==> config.mk <==
export PLATFORM = sky130hd
export DESIGN_NAME = uart_rx_fifo
export DESIGN_NICKNAME = d
export VERILOG_FILES = /design/src/rtl/uart_rx_fifo_pkg.sv /design/src/rtl/uart_rx_fifo_sync_fifo.sv /design/src/rtl/uart_rx_fifo.sv
export SDC_FILE = /design/constraint.sdc
export NUM_CORES = 1
export LEC_CHECK = 0
export CORE_MARGIN = 2
export CORE_UTILIZATION = 33
export DETAILED_ROUTE_END_ITERATION = 10
export GPL_TIMING_DRIVEN = 1
export PLACE_DENSITY = 0.45
export SLEW_MARGIN = 15
export SYNTH_ARGS = -nofsm -noshare
export SYNTH_HDL_FRONTEND = slang
export SYNTH_SLANG_ARGS = --single-unit
==> constraint.sdc <==
create_clock -name clk -period 3.3 [get_ports clk]
set_clock_uncertainty 0.15 [all_clocks]
set_input_delay 0.495 -clock clk [delete_from_list [all_inputs] [get_ports clk]]
set_output_delay 0.495 -clock clk [all_outputs]
set_load 0.02 [all_outputs]
==> src/rtl/uart_rx_fifo_pkg.sv <==
// Shared definitions for the UART receive path: deframer state encoding and defaults.
// Latency: n/a (types and constants only).
// Backpressure: n/a.
package uart_rx_fifo_pkg;

   // 12 MHz core clock / 9600 baud
   localparam int RX_CLKS_PER_BIT_DEF = 1250;

   typedef enum logic [2:0] {
      RX_IDLE   = 3'd0,
      RX_START  = 3'd1,
      RX_DATA   = 3'd2,
      RX_PARITY = 3'd3,
      RX_STOP   = 3'd4
   } rx_state_t;

   // Even parity over data plus parity bit: a nonzero XOR means the character is corrupt
   function automatic logic even_parity_bad(input logic [7:0] data, input logic par);
      return ^{data, par};
   endfunction

endpackage

==> src/rtl/uart_rx_fifo_sync_fifo.sv <==
// Synchronous first-word-fall-through FIFO with async reset clear; shared by UART rx and tx paths.
// Latency: a pushed word is visible on dout the edge after the push; pop advances the head on the next edge.
// Backpressure: push is ignored when full unless a pop happens the same cycle; pop is ignored when empty.
module uart_rx_fifo_sync_fifo #(
   parameter int WIDTH = 8,
   parameter int DEPTH = 16
) (
   input  logic                       clk,
   input  logic                       rst,
   input  logic                       push,
   input  logic [WIDTH-1:0]           din,
   input  logic                       pop,
   output logic [WIDTH-1:0]           dout,
   output logic                       empty,
   output logic                       full,
   output logic [$clog2(DEPTH+1)-1:0] count
);

   localparam int AW = $clog2(DEPTH);
   localparam int CW = $clog2(DEPTH + 1);

   logic [WIDTH-1:0] mem [DEPTH];
   logic [AW-1:0]    wr_ptr;
   logic [AW-1:0]    rd_ptr;
   logic             do_rd;
   logic             do_wr;

   // a full FIFO still takes a word when the head leaves in the same cycle
   assign do_rd = pop & ~empty;
   assign do_wr = push & (~full | do_rd);

   assign empty = (count == '0);
   assign full  = (count == CW'(DEPTH));
   assign dout  = empty ? '0 : mem[rd_ptr];

   // pointers wrap naturally because DEPTH is a power of two; count is the occupancy reference
   always_ff @(posedge clk or posedge rst) begin
      if (rst) begin
         wr_ptr <= '0;
         rd_ptr <= '0;
         count  <= '0;
      end else begin
         if (do_wr) wr_ptr <= wr_ptr + 1'b1;
         if (do_rd) rd_ptr <= rd_ptr + 1'b1;
         case ({do_wr, do_rd})
            2'b10:   count <= count + 1'b1;
            2'b01:   count <= count - 1'b1;
            default: count <= count;
         endcase
      end
   end

   // storage carries no reset; stale words are never visible because dout is masked when empty
   always_ff @(posedge clk) begin
      if (do_wr) mem[wr_ptr] <= din;
   end

endmodule

==> src/rtl/uart_rx_fifo.sv <==
// UART receive front-end: rx synchronizer, 8N1 deframer (parity when UART_RX_PARITY_EN is defined), byte FIFO, sticky flags.
// Latency: byte lands in the FIFO ~4 clk after the stop bit mid-point (2-FF sync, edge detect, push register).
// Backpressure: none on the serial line; a byte arriving while the FIFO is full is dropped and overrun is set.
module uart_rx_fifo
   import uart_rx_fifo_pkg::*;
#(
   parameter int CLKS_PER_BIT = RX_CLKS_PER_BIT_DEF,
   parameter int DEPTH        = 16
) (
   input  logic                       clk,
   input  logic                       rst,
   input  logic                       rx,
   input  logic                       rd_en,
   output logic [7:0]                 dout,
   output logic                       empty,
   output logic                       full,
   output logic [$clog2(DEPTH+1)-1:0] count,
   output logic                       rx_flag,
   input  logic                       rx_flag_clr,
   output logic                       overrun,
   output logic                       frame_err,
`ifdef UART_RX_PARITY_EN
   output logic                       parity_err,
`endif
   input  logic                       err_clr
);

   localparam int CW = $clog2(CLKS_PER_BIT);
   localparam logic [CW-1:0] BIT_LAST  = CW'(CLKS_PER_BIT - 1);
   localparam logic [CW-1:0] HALF_LAST = CW'(CLKS_PER_BIT / 2 - 1);

   logic          rx_meta;
   logic          rx_s;
   logic          rx_prev;
   logic          rx_fall;
   rx_state_t     state;
   logic [CW-1:0] cnt;
   logic [2:0]    bit_idx;
   logic [7:0]    shreg;
   logic          push_req;
   logic [7:0]    push_dat;
   logic          ferr_evt;
`ifdef UART_RX_PARITY_EN
   logic          par_bit;
   logic          perr_evt;
`endif
   logic          pop;
   logic          push_ok;

   // two-flop synchronizer plus one history flop for start-edge detection; idles high out of reset
   always_ff @(posedge clk or posedge rst) begin
      if (rst) begin
         rx_meta <= 1'b1;
         rx_s    <= 1'b1;
         rx_prev <= 1'b1;
      end else begin
         rx_meta <= rx;
         rx_s    <= rx_meta;
         rx_prev <= rx_s;
      end
   end

   // a held-low line produces no new edge, so a break reports one frame error and then waits for high
   assign rx_fall = rx_prev & ~rx_s;

   // deframer: half-bit wait into START, then mid-bit samples; leaves STOP mid-bit to catch back-to-back frames
   always_ff @(posedge clk or posedge rst) begin
      if (rst) begin
         state    <= RX_IDLE;
         cnt      <= '0;
         bit_idx  <= '0;
         shreg    <= '0;
         push_req <= 1'b0;
         push_dat <= '0;
         ferr_evt <= 1'b0;
`ifdef UART_RX_PARITY_EN
         par_bit  <= 1'b0;
         perr_evt <= 1'b0;
`endif
      end else begin
         push_req <= 1'b0;
         ferr_evt <= 1'b0;
`ifdef UART_RX_PARITY_EN
         perr_evt <= 1'b0;
`endif
         case (state)
            RX_IDLE: begin
               if (rx_fall) begin
                  state <= RX_START;
                  cnt   <= '0;
               end
            end
            RX_START: begin
               if (cnt == HALF_LAST) begin
                  cnt <= '0;
                  if (!rx_s) begin
                     state   <= RX_DATA;
                     bit_idx <= '0;
                  end else begin
                     state <= RX_IDLE;
                  end
               end else begin
                  cnt <= cnt + 1'b1;
               end
            end
            RX_DATA: begin
               if (cnt == BIT_LAST) begin
                  cnt   <= '0;
                  shreg <= {rx_s, shreg[7:1]};
                  if (bit_idx == 3'd7) begin
`ifdef UART_RX_PARITY_EN
                     state <= RX_PARITY;
`else
                     state <= RX_STOP;
`endif
                  end else begin
                     bit_idx <= bit_idx + 1'b1;
                  end
               end else begin
                  cnt <= cnt + 1'b1;
               end
            end
`ifdef UART_RX_PARITY_EN
            RX_PARITY: begin
               if (cnt == BIT_LAST) begin
                  cnt     <= '0;
                  par_bit <= rx_s;
                  state   <= RX_STOP;
               end else begin
                  cnt <= cnt + 1'b1;
               end
            end
`endif
            RX_STOP: begin
               if (cnt == BIT_LAST) begin
                  cnt      <= '0;
                  state    <= RX_IDLE;
                  push_dat <= shreg;
                  ferr_evt <= ~rx_s;
`ifdef UART_RX_PARITY_EN
                  perr_evt <= even_parity_bad(shreg, par_bit);
                  push_req <= rx_s & ~even_parity_bad(shreg, par_bit);
`else
                  push_req <= rx_s;
`endif
               end else begin
                  cnt <= cnt + 1'b1;
               end
            end
            default: state <= RX_IDLE;
         endcase
      end
   end

   assign pop     = rd_en & ~empty;
   assign push_ok = push_req & (~full | pop);

   uart_rx_fifo_sync_fifo #(
      .WIDTH (8),
      .DEPTH (DEPTH)
   ) u_fifo (
      .clk   (clk),
      .rst   (rst),
      .push  (push_ok),
      .din   (push_dat),
      .pop   (pop),
      .dout  (dout),
      .empty (empty),
      .full  (full),
      .count (count)
   );

   // sticky status flags; a set in the same cycle as a clear wins so no event is lost
   always_ff @(posedge clk or posedge rst) begin
      if (rst) begin
         rx_flag    <= 1'b0;
         overrun    <= 1'b0;
         frame_err  <= 1'b0;
`ifdef UART_RX_PARITY_EN
         parity_err <= 1'b0;
`endif
      end else begin
         if (push_ok)                 rx_flag <= 1'b1;
         else if (rx_flag_clr)        rx_flag <= 1'b0;
         if (push_req && !push_ok)    overrun <= 1'b1;
         else if (err_clr)            overrun <= 1'b0;
         if (ferr_evt)                frame_err <= 1'b1;
         else if (err_clr)            frame_err <= 1'b0;
`ifdef UART_RX_PARITY_EN
         if (perr_evt)                parity_err <= 1'b1;
         else if (err_clr)            parity_err <= 1'b0;
`endif
      end
   end

endmodule

* After elaboration in Yosys (flattened, before gate mapping)
Memory sizes are Yosys's and may differ from the RTL's.
Index checks and enable logic that the tools add are counted.
** Operators by class
- Add/subtract/negate cells :: 6
- Muxes and demuxes :: 29
- Eq/ne operators :: 16
- Reduce and logical (&&, ||, !) cells :: 16
- Bitwise gates (word level) :: 10
** Operator list (number)
- $mux 11 :: 3
- $pmux 11 s3 :: 1
- $mux 3 :: 9
- $ne 2x2->1 const B :: 7
- $pmux 3 s4 :: 1
- $add 11x1->11 const B :: 1
- $eq 11x10->1 const B :: 1
- $eq 11x11->1 const B :: 1
- $mux 1 :: 11
- $pmux 5 s2 :: 1
- $reduce_and 5->1 :: 2
- $reduce_bool 2->1 :: 5
- $add 4x1->4 const B :: 2
- $mux 8 :: 1
- $eq 3x3->1 const B :: 2
- $pmux 3 s2 :: 1
- $reduce_and 2->1 :: 3
- $add 5x1->5 const B :: 1
- $and 1x1->1 :: 5
- $eq 5x5->1 const B :: 1
- $logic_not 5->1 :: 1
- $sub 5x1->5 const B :: 1
- $add 3x1->3 const B :: 1
- $eq 3x1->1 const B :: 1
- 11 further kinds :: 14
** Word-level totals
- Output and inout port bits :: 18
- Word-level logic and storage cells :: 94
- Input bits :: 6
- Bits in registers :: 54
- Bits in writable memories :: 128
- Memories :: 1
** Memories
- u_fifo.mem :: depth 16, width 8, rd ports 1, clocked after Yosys merged registers in 0, wr ports 1, line uart_rx_fifo_sync_fifo.sv:22 : logic [WIDTH-1:0] mem [DEPTH];

* Longest topological paths before layout
- Word-level depth :: 8
- Mapped depth :: 15
- Gate-level depth less buffers :: 12

* Cells and area by module
A second synthesis with hierarchy kept.
** Unflattened totals
- Cell total of the unflattened synthesis :: 487
- Area, all modules :: 7802.5 um^2
** By module, submodules not included
- uart_rx_fifo_sync_fifo :: sequential area each 4169.0 um^2, cells each 307, instances 1, area an instance 5825.6 um^2
- uart_rx_fifo :: sequential area each 1029.7 um^2, cells each 180, instances 1, area an instance 1976.9 um^2

* Least setup slack after synthesis
Ideal clock, no wire load.
- Path type :: register to register
- Start point :: reg u_fifo.count[1]
- End point :: reg u_fifo.count[4]
- Setup time :: 0.132 ns
- Buffers on the path :: 4
- Setup slack :: 0.168 ns
- Stages on the path, launching flop included :: 16
- Data required time :: 3.018 ns
- Arrival :: 2.850 ns
- Clock period less this slack :: 3.132 ns
- Cell sequence :: dfrtp_1 > clkbuf_1 > nor4_1 > nor2b_1 > buf_2 > nor2b_1 > clkbuf_1 > ha_1 > clkbuf_1 > xor2_1 > ha_1 > o211ai_1 > a21oi_1 > a31oi_1 > nor2_1 > xor2_1
** On the way
- Longest elaborated chain between the ends :: 8
- Elaborated cells on any way between the ends :: 16
- Those cells by class :: add/sub (2); eq/ne (3); mux (1); bitwise (8); reduce/logical (2)
** Ends and longest elaborated chain
- from (decl) :: line uart_rx_fifo_sync_fifo.sv:16 : output logic [$clog2(DEPTH+1)-1:0] count
- from (signal assigned) :: line uart_rx_fifo_sync_fifo.sv:46 : 2'b10: count <= count + 1'b1;
- from (signal assigned) :: line uart_rx_fifo_sync_fifo.sv:47 : 2'b01: count <= count - 1'b1;
- from (signal assigned) :: line uart_rx_fifo_sync_fifo.sv:48 : default: count <= count;
- $logic_not 5->1 * :: line uart_rx_fifo_sync_fifo.sv:32 : assign empty = (count == '0);
- named net empty :: line uart_rx_fifo.sv:15 : output logic empty,
- $not 1->1 * :: line uart_rx_fifo_sync_fifo.sv:29, uart_rx_fifo.sv:155
- $and 1x1->1 :: line uart_rx_fifo.sv:155 : assign pop = rd_en & ~empty;
- $and 1x1->1 * :: line uart_rx_fifo_sync_fifo.sv:29 : assign do_rd = pop & ~empty;
- named net u_fifo.do_rd :: line uart_rx_fifo_sync_fifo.sv:25 : logic do_rd;
- $or 1x1->1 :: line uart_rx_fifo_sync_fifo.sv:30 : assign do_wr = push & (~full | do_rd);
- $and 1x1->1 :: line uart_rx_fifo_sync_fifo.sv:30
- $eq 2x1->1 or $eq 2x2->1 (tied branches) :: line uart_rx_fifo_sync_fifo.sv:45 : case ({do_wr, do_rd})
- $pmux 5 s2 or $reduce_bool 2->1 (tied branches)
The timed path passes the listed nets; every way through them passes the cells marked *.
A chain may end at the register's enable or synchronous reset.

* Worst setup path after layout
- Start point :: reg u_fifo.rd_ptr[0]
- End point :: out dout[7]
** On the way
- Longest elaborated chain between the ends :: 2
** Ends and longest elaborated chain
- from (decl) :: line uart_rx_fifo_sync_fifo.sv:24 : logic [AW-1:0] rd_ptr;
- from (signal assigned) :: line uart_rx_fifo_sync_fifo.sv:44 : if (do_rd) rd_ptr <= rd_ptr + 1'b1;
- $mem_v2 16x8
- $mux 8 :: line uart_rx_fifo_sync_fifo.sv:34 : assign dout = empty ? '0 : mem[rd_ptr];
- to (decl) :: line uart_rx_fifo.sv:14 : output logic [7:0] dout,
Every way passes these cells.

==> flow_metrics.py <==
metrics = {
    "sta": {
        "slew_violations": 0,
        "holdWs_ns": 0.214,
        "finalSetupViolCount": 0,
        "hold_viol": 0,
        "tightest_slew_ns": 0.720,
        "fmax_mhz": 314,
        "finalCritPeriodShare_pct": 96.6,
        "rsz0062_at_grt": "no",
        "maxSlewHeadroom_pct": 52.0,
        "finalCriticalPeriod_ns": 3.19,
        "setup-tns-final_ns": 0,
        "setup_ws_ns": 0.114,
    },
    "route": {
        "drc": 0,
        "vias": 3869,
        "drtIter0Drc": 265,
        "routed_wl_um": 15600,
        "post_drt_wl_per_cell_um": 19.7,
        "viasPerCell": 4.89,
        "ant_nets": 0,
        "firstDrtPassIters": 4,
    },
    "setup_path": {
        "reg2reg_depth": 12,
        "arrival_ns": 2.54,
        "worstSetupStartpointType": "flop",
        "ff2ff_setup_slack_ns": 0.30,
        "timing.rr.start": "u_fifo.count[1]",
        "worstSetupPathType": "flop to output port",
        "r2r_end": "u_fifo.count[4]",
        "timing.critical_path.fanout_max": 13,
        "worstSetupEndpointType": "output port",
        "crit_required_ns": 2.65,
    },
    "global_route": {
        "grt_pass1_wl_um": 24600,
        "first_global_vias": 4112,
        "gr-usage-met2_pct": 24.7,
        "busiest_layer": "met2",
        "grt_use_met3_pct": 3.17,
        "grt.met1_usage_pct": 17.0,
        "grt_antenna_before_repair": 0,
        "track_usage_pct": 14.0,
        "gr-total-overflow": 0,
        "grt_start_max_net_pins": 36,
    },
    "min_path": {
        "whs_endpoint": "rx_s",
        "hp-start": "rx_meta",
        "hold_path.class": "flop to flop",
        "whs_path_depth": 0,
    },
    "placement": {
        "place_congestion": 0.729,
        "dp.cells": 757,
        "placed_area_sq_um": 8310,
        "place_ws_ns": 0.301,
        "io_buffer_count": 23,
        "dp_hpwl_um": 9830,
    },
    "clock_tree": {
        "clockBufferDepth": 2,
        "clk_latency_ns": 0.43,
        "cts_buffers": 17,
        "cts_sinks": 182,
        "clk_transition_reported_paths_ns": 0.07,
        "htree_num_levels": 4,
        "root_buffer": "clkbuf_16",
        "cts_tree": "yes",
    },
    "cells_and_area": {
        "register_area_sq_um": 5200,
        "multi_input_area_sq_um": 2230,
        "num_antenna_cells": 0,
        "final_cell_area_sq_um": 8920,
        "syn2layout_area_growth_pct": 17.1,
        "layout.cells.non_filler": 791,
        "drive_above_1_share_pct": 22.9,
        "final_util_pct": 39.4,
        "layout.nets": 513,
        "fill_cells": 2026,
    },
    "synth": {
        "seq_area_frac_synth_pct": 68.2,
        "synth_nets": 467,
        "netlist_area_sq_um": 7620,
        "synth_top_cells_by_area": "edfxtp_1 50%, dfrtp_1 17%, mux4_2 12%, mux2_1 2.5%, ha_1 2.3%",
        "ys_ff_latch": 182,
        "ys_types": 52,
        "syn_inst": 447,
        "synth_compound_area_share_pct": 3.73,
        "synth_top_family_by_area": "multiplexers",
        "synthTopCellsByCount": "128 x edfxtp_1, 51 x dfrtp_1, 40 x mux4_2",
        "synth_xor_xnor_area_share_pct": 1.61,
        "ys.flop_type": "edfxtp_1",
        "synthMuxAreaShare_pct": 14.9,
        "synth.largest_area_cell": "edfxtp_1",
        "synth_fa_ha_area_share_pct": 2.43,
        "synth_edf_count": 128,
        "async_reset_ff_share_pct": 29.7,
        "avgSynthCellArea_sq_um": 17.0,
        "yosys.area_share.simple_pct": 6.59,
        "ys_warn_count": 0,
        "synth_top_area_share_pct": 50.5,
        "yosysMostFrequentCell": "edfxtp_1",
    },
    "power": {
        "p_leak_nw": 3.69,
        "p_per_area_nw_per_um2": 673,
        "fin_total_pwr_mw": 6.01,
        "irDropWorstVdd_mv": 0.328,
    },
    "die": {
        "die_x_um": 156,
        "die_y_um": 156,
        "rows": 55,
        "initial_core_util_pct": 33.7,
        "fp.dieArea_sq_um": 24300,
        "io_pins": 24,
        "core_area_sq_um": 22600,
    },
    "status": {
        "outcome": "completed",
    },
    "flow_run": {
        "maxCapViolCount": 0,
    },
}
cell type report:
type	count	area share, %
inverters	17	0.715
well taps	285	4.00
clock inverters	15	1.86
flip-flops and latches	182	58.3
repair buffers	51	5.43
multi-input cells	224	25.0
clock buffers	17	4.77
power breakdown:
group          switching, mW  internal [mW]
sequential             0.154           2.52
clock                  0.909           1.14
combinational          0.648          0.640
routing by layer:
metal	vias to the layer above	routed length (um)	share of wire [%]
li1	1808	-	-
met1	1998	6740	43
met2	54	8240	53
met3	9	442	2.8
met4	0	172	1.1
met5	-	0	0
critical path: stages (launching register included):
cell and delay [ns]:
dfrtp_2 0.41, buf_12 0.12, buf_12 0.16, mux4_2 0.52
mux4_2 0.47, nor2b_1 0.15, clkdlybuf4s15_1 0.29
how the worst max path moves through the flow:
stage / endpoint / slack [ns] / from / depth (start not counted)
6_report: dout[7] / 0.11 / u_fifo.rd_ptr[0] / 6
5_1_grt: dout[7] / 0.03 / u_fifo.rd_ptr[0] / 6
4_1_cts: dout[5] / 0.008 / u_fifo.rd_ptr[0] / 6
3_5_place_dp: dout[3] / 0.30 / u_fifo.rd_ptr[0] / 5
3_3_place_gp: dout[3] / 0.30 / u_fifo.rd_ptr[0] / 5
2_1_floorplan: u_fifo.count[4] / 0.17 / u_fifo.count[1] / 15
kinds of logic (layout without fill, tap and decap cells):
logic type / count (synthesis) / after routing
flops: 182 / 182
buf+inv: 41 / 100
simple gates: 93 / 93
xor+xnor: 14 / 14
compound gates: 41 / 41
mux: 61 / 61
fa+ha+maj: 15 / 15
layout by cell type, fill, tap and decap left out, types with 3 or more instances in the layout:
cell             Yosys  routed
a21o_1              10      10
a21oi_1              4       4
and3_1               6       6
buf_12               0       4
buf_2                4       6
buf_4                1      23
clkbuf_16            0      17
clkdlybuf4s50_1      0      15
clkinv_4             0       3
dfrtp_1             51      50
dfstp_2              3       3
edfxtp_1           128     128
ha_1                14      14
inv_1               16      15
inv_6                0       3
inv_8                0       3
mux2_1              17      17
mux2i_1              3       3
mux4_2              40      40
nand2_1             18      18
nand2b_1             4       4
nand3_1              3       3
nor2_1              24      24
nor2b_1             11      11
nor3_1               6       6
nor3b_1              7       7
nor4_1               3       3
o21ai_0              5       5
o21ai_1              7       7
o22ai_1              3       3
xnor2_1              8       8
xor2_1               6       6
flip-flops by register name (all words and copies together) (netlist names):
signal         count
bit_idx            3
cnt               11
ferr_evt           1
frame_err          1
overrun            1
push_dat           8
push_req           1
rx_flag            1
rx_meta            1
rx_prev            1
rx_s               1
shreg              8
state              3
u_fifo.count       5
u_fifo.mem       128
u_fifo.rd_ptr      4
u_fifo.wr_ptr      4
what timing repair did:
| item | in CTS | in global routing |
|---|---|---|
| setup buffers | 1 | 0 |
| hold buffers | 0 | 0 |
| endpoints found under the setup margin | 8 | 7 |
| cloned | 1 | 0 |
| gates resized for setup | 20 | 7 |
(Power assumes the default switching activity.)
